$ cat src/rtl/code_entry_display.sv
// Digit entry store with append/backspace/clear, per-digit active-low 7-seg output and
// a blinking cursor. Optional masked display is enabled by defining MASK_DISPLAY_EN.
module code_entry_display #(
  parameter int          NUM_DIGITS = 4,
  parameter int          CNT_W      = 4,
  parameter logic [24:0] BLINK_DIV  = 25'd25_000_000,
  parameter int          MASK_HOLD  = 50_000_000
) (
  input  logic                    clk,
  input  logic                    sys_reset_n,
  input  logic                    clear_pulse,
  input  logic                    store_pulse,
  input  logic                    back_pulse,
  input  logic [3:0]              current_digit,
  output logic [4*NUM_DIGITS-1:0] entered_code,
  output logic [CNT_W-1:0]        digit_count,
  output logic                    code_full,
  output logic                    entry_err,
  output logic [7*NUM_DIGITS-1:0] hex_out
);

  localparam int BLINK_W = (BLINK_DIV > 25'd2) ? $clog2(BLINK_DIV) : 1;
  localparam logic [BLINK_W-1:0] BLINK_LAST = BLINK_W'(BLINK_DIV - 25'd1);
  localparam logic [CNT_W-1:0]   CNT_MAX    = CNT_W'(NUM_DIGITS);

  localparam logic [6:0] SEG_BLANK = 7'b1111111;
  localparam logic [6:0] SEG_UNDER = 7'b1110111;
  localparam logic [6:0] SEG_DASH  = 7'b0111111;

  // Requests are single-cycle pulses sampled on the rising edge; when several are high
  // together only the highest priority one (clear > store > back) acts, the rest are dropped.
  logic [3:0]         dig_q [NUM_DIGITS];
  logic [CNT_W-1:0]   count_q;
  logic [BLINK_W-1:0] blink_cnt_q;
  logic               phase_on_q;
  logic               err_q;
  logic               store_ok;
  logic               back_ok;

`ifdef MASK_DISPLAY_EN
  localparam int REVEAL_W = $clog2(MASK_HOLD + 1);
  logic [REVEAL_W-1:0] reveal_q;
`endif

  assign store_ok = (count_q < CNT_MAX) && (current_digit <= 4'd9);
  assign back_ok  = (count_q != '0);

  always_ff @(posedge clk or negedge sys_reset_n) begin
    if (!sys_reset_n) begin
      for (int i = 0; i < NUM_DIGITS; i++) dig_q[i] <= '0;
      count_q     <= '0;
      blink_cnt_q <= '0;
      phase_on_q  <= 1'b1;
      err_q       <= 1'b0;
`ifdef MASK_DISPLAY_EN
      reveal_q    <= '0;
`endif
    end else begin
      err_q <= 1'b0;
      if (blink_cnt_q == BLINK_LAST) begin
        blink_cnt_q <= '0;
        phase_on_q  <= ~phase_on_q;
      end else begin
        blink_cnt_q <= blink_cnt_q + BLINK_W'(1);
      end
`ifdef MASK_DISPLAY_EN
      if (reveal_q != '0) reveal_q <= reveal_q - REVEAL_W'(1);
`endif
      if (clear_pulse) begin
        for (int i = 0; i < NUM_DIGITS; i++) dig_q[i] <= '0;
        count_q     <= '0;
        blink_cnt_q <= '0;
        phase_on_q  <= 1'b1;
`ifdef MASK_DISPLAY_EN
        reveal_q    <= '0;
`endif
      end else if (store_pulse) begin
        if (store_ok) begin
          for (int i = 0; i < NUM_DIGITS; i++)
            if (CNT_W'(i) == count_q) dig_q[i] <= current_digit;
          count_q     <= count_q + CNT_W'(1);
          blink_cnt_q <= '0;
          phase_on_q  <= 1'b1;
`ifdef MASK_DISPLAY_EN
          reveal_q    <= REVEAL_W'(MASK_HOLD);
`endif
        end else begin
          err_q <= 1'b1;
        end
      end else if (back_pulse) begin
        if (back_ok) begin
          // Zero the vacated slot so entered_code never shows stale digits.
          for (int i = 0; i < NUM_DIGITS; i++)
            if (CNT_W'(i) == count_q - CNT_W'(1)) dig_q[i] <= '0;
          count_q     <= count_q - CNT_W'(1);
          blink_cnt_q <= '0;
          phase_on_q  <= 1'b1;
`ifdef MASK_DISPLAY_EN
          reveal_q    <= '0;
`endif
        end else begin
          err_q <= 1'b1;
        end
      end
    end
  end

  function automatic logic [6:0] glyph(input logic [3:0] d);
    case (d)
      4'd0:    glyph = 7'b1000000;
      4'd1:    glyph = 7'b1111001;
      4'd2:    glyph = 7'b0100100;
      4'd3:    glyph = 7'b0110000;
      4'd4:    glyph = 7'b0011001;
      4'd5:    glyph = 7'b0010010;
      4'd6:    glyph = 7'b0000010;
      4'd7:    glyph = 7'b1111000;
      4'd8:    glyph = 7'b0000000;
      4'd9:    glyph = 7'b0010000;
      default: glyph = SEG_BLANK;
    endcase
  endfunction

  // Position 0 (first entered) sits in the most significant nibble / 7-bit group.
  always_comb begin
    logic [6:0] seg;
    seg          = SEG_BLANK;
    entered_code = '0;
    hex_out      = '1;
    for (int i = 0; i < NUM_DIGITS; i++) begin
      entered_code[4*(NUM_DIGITS-1-i) +: 4] = dig_q[i];
      if (CNT_W'(i) < count_q) begin
        seg = glyph(dig_q[i]);
`ifdef MASK_DISPLAY_EN
        if (!((CNT_W'(i) == count_q - CNT_W'(1)) && (reveal_q != '0))) seg = SEG_DASH;
`endif
      end else if (CNT_W'(i) == count_q) begin
        seg = phase_on_q ? SEG_UNDER : SEG_BLANK;
      end else begin
        seg = SEG_BLANK;
      end
      hex_out[7*(NUM_DIGITS-1-i) +: 7] = seg;
    end
  end

  assign digit_count = count_q;
  assign code_full   = (count_q == CNT_MAX);
  assign entry_err   = err_q;

endmodule

$ cat config.mk
export PLATFORM = sky130hd
export DESIGN_NAME = code_entry_display
export DESIGN_NICKNAME = d
export VERILOG_FILES = /design/src/rtl/code_entry_display.sv
export SDC_FILE = /design/constraint.sdc
export NUM_CORES = 1
export LEC_CHECK = 0
export CORE_MARGIN = 4
export CORE_UTILIZATION = 25
export DETAILED_ROUTE_END_ITERATION = 12
export GPL_ROUTABILITY_DRIVEN = 0
export PLACE_DENSITY_LB_ADDON = 0.15
export SLEW_MARGIN = 25
export SYNTH_ARGS = -nofsm -noshare
export SYNTH_HDL_FRONTEND = slang
export SYNTH_SLANG_ARGS = --single-unit
$ cat constraint.sdc
create_clock -name clk -period 2.24 [get_ports clk]
set_input_delay 0.224 -clock clk [delete_from_list [all_inputs] [get_ports clk]]
set_output_delay 0.224 -clock clk [all_outputs]
set_load 0.1 [all_outputs]
==> impl_metrics.py <==
metrics = {
    "global_routing": {
        "grtUsageTotal_pct": 11.94,
        "grt_pass1_vias": 2811,
        "antenna_found_initial": 0,
        "grt_max_degree": 31,
        "grt_pass1_wl_um": 14440,
        "grt.overflow.total": 0,
    },
    "setup_path": {
        "cpPeakStageDelay_ns": 0.49,
        "r2r_end": "entered_code[7]",
        "path_max_fanout": 10,
        "cp-start-kind": "flop",
        "crit_path_cell_trace": "inv_4 -> ha_1 -> or3b_4 -> buf_12 -> a21o_4 -> buf_12",
        "r2r_slack_ns": 0.12,
        "worst_path_most_repeated_cell": "buf_12",
        "crit_path_end_kind": "primary output",
        "critPathTopFamily": "flip-flops",
        "crit_type": "reg2out",
        "cpMaxStageDelayCell": "dfrtp_4",
        "arrival_ns": 1.98,
        "setup.worst_path.start": "digit_count[1]",
        "r2r_start": "digit_count[1]",
        "crit_required_ns": 2.02,
        "path_buf_inv": 3,
        "reg2reg_depth": 8,
    },
    "final_layout": {
        "multi_input_area_um2": 2193,
        "instances_no_fill": 632,
        "final_common_cell": "nor2_1",
        "seqCellArea_um2": 1214,
        "syn_to_final_growth_pct": 49.60,
        "drive_above_1_share_pct": 33.70,
        "antenna_cells": 0,
        "nNetsFinal": 496,
        "final_cell_mix": "nor2_1, buf_4, nand2_1",
        "num-fill-cells": 1326,
    },
    "sta": {
        "finalCritPeriodShare_pct": 98.43,
        "maxSlewViolCount": 0,
        "slew_headroom_pct": 71.03,
        "fmax_mhz": 453.5,
        "worstMarginPinSlew_ns": 0.4345,
        "clock_skew_ns": 0.009976,
        "hold_violations": 0,
        "finalSetupViolCount": 0,
        "fin_ws_ns": 0.03509,
        "setup_tns_ns": 0,
        "min_period_ns": 2.205,
    },
    "yosys": {
        "synthesis.nets": 419,
        "yosysWarnings": 0,
        "netlist_instances": 382,
        "async_reset_ff_share_pct": 100.0,
        "synth-seq-cells": 47,
        "synth-main-ff-cell": "dfrtp_1",
        "syn_area_um2": 3269,
        "syn_area_per_cell_um2": 8.559,
        "synth_edf_count": 0,
        "synth_cell_types": 47,
        "ys_seq_area_share_pct": 36.01,
    },
    "floorplan": {
        "die_area_um2": 14970,
        "die_h_um": 122.4,
        "die_width_um": 122.4,
        "placementRows": 41,
        "start_util_pct": 25.70,
        "pin_count": 59,
        "core_area_um2": 12720,
    },
    "route": {
        "drtIter0Drc": 147,
        "finalWirelength_um": 8646,
        "wl_per_cell_um": 13.68,
        "first_pass_iters": 4,
        "postRouteAntennaNets": 0,
        "via_per_inst": 4.614,
        "num_vias": 2916,
        "drcViolationCount": 0,
    },
    "run": {
        "maxCapViolations": 0,
    },
    "cts": {
        "cts_tree": "built",
        "cts_sinks": 47,
        "htree_levels": 2,
        "clock_path_buffers": 2,
        "path_clk_slew_ns": 0.07,
        "clock_latency_ns": 0.29,
        "cts_buffers": 5,
        "cts_root_buffer": "clkbuf_16",
    },
    "placed_design": {
        "dp.cells": 617,
        "dp_hpwl_um": 6689,
        "dp_slack_ns": 0.1128,
        "portBuffers": 58,
    },
    "min_path": {
        "hp-class": "in2async",
    },
    "run_status": {
        "outcome": "finished clean",
    },
}
-- synthesized netlist by cell type (all sizes together), types with 2 or more instances --
cell type	number	area [µm²]
a21oi	20	111.4
mux2	4	45.04
mux2i	4	40.04
xor2	12	105.1
o22ai	2	12.51
inv	16	60.06
and3	3	18.77
o21a	2	15.01
and4	3	26.28
nand4	6	37.54
nor2b	8	50.05
xnor2	15	131.4
or2	5	31.28
clkbuf	9	33.78
o21ai	32	167.7
nand3	13	65.06
and2	5	31.28
a32oi	2	17.52
a31oi	2	12.51
a22o	8	70.07
nor3b	6	45.04
o211ai	2	15.01
nand2	37	141.4
nor2	56	210.2
a211oi	2	15.01
nor3	3	15.01
ha	28	350.3
nor4	4	25.02
buf	7	52.54
nand2b	10	62.56
dfrtp	46	1151
-- area by class of cell --
cell class / instances / share of cell area, %
multi-input cells: 303 / 44.85
flip-flops and latches: 47 / 24.81
clock inverters: 2 / 0.2814
inverters: 16 / 1.279
clock buffers: 6 / 2.635
repair buffers: 86 / 21.74
well taps: 172 / 4.400
-- registers in the layout, summed over array words and instances, names as in the netlist --
signal	count
phase_on_q	1
digit_count	4
entered_code	16
blink_cnt_q	25
entry_err	1
-- worst reg2reg max path, delay by kind of cell (launching register included) --
| kind | cells | cell delay (ns) |
|---|---|---|
| simple gates | 2 | 0.51 |
| flops | 1 | 0.49 |
| mux | 1 | 0.33 |
| compound gates | 2 | 0.29 |
| buf+inv | 2 | 0.24 |
| fa+ha+maj | 1 | 0.15 |
-- per-layer routing --
metal	global-route usage, %	wire length [µm]	vias up
li1	-	-	1471
met1	17.11	4276	1398
met2	18.48	3929	41
met3	2.304	346	6
met4	3.009	93	0
met5	0	0	-
-- worst max path at each step --
| stage | cells after the start | endpoint |
|---|---|---|
| 3_3_place_gp | 7 | entered_code[7] |
| 3_5_place_dp | 7 | entered_code[7] |
| 5_1_grt | 7 | hex_out[24] |
| 2_1_floorplan | 7 | hex_out[17] |
| 4_1_cts | 7 | hex_out[24] |
| 6_report | 6 | hex_out[24] |
-- stage by stage --
step	hold WS (ns)	cell area, µm²	util (%)
2_1_floorplan	-0.07159	3562	-
3_3_place_gp	0.1952	4654	36.59
3_5_place_dp	0.1956	4654	36.59
4_1_cts	0.4231	4826	37.93
5_1_grt	0.4605	4891	38.44
6_report	0.4059	4891	38.44
-- what timing repair did --
action | 4_1_cts | 5_1_grt
gates resized for setup | 5 | 7
pin swaps | 1 | 3
hold buffers | 1 | 0
endpoints found under the setup margin | 8 | 9
setup buffers | 1 | 5
endpoints found under the hold margin | 17 | 0
-- kinds of logic (layout without fill, tap and decap cells) --
| logic type | count (synthesis) | in the layout | share of synthesized area [%] |
|---|---|---|---|
| buf+inv | 32 | 110 | 4.477 |
| xor+xnor | 27 | 27 | 7.233 |
| flops | 47 | 47 | 36.01 |
| simple gates | 161 | 161 | 23.77 |
| fa+ha+maj | 28 | 28 | 10.72 |
| compound gates | 79 | 79 | 15.19 |
| mux | 8 | 8 | 2.602 |
Power is not shown: default switching activity piles up to over one toggle a cycle in this logic, so the estimate is an artifact.
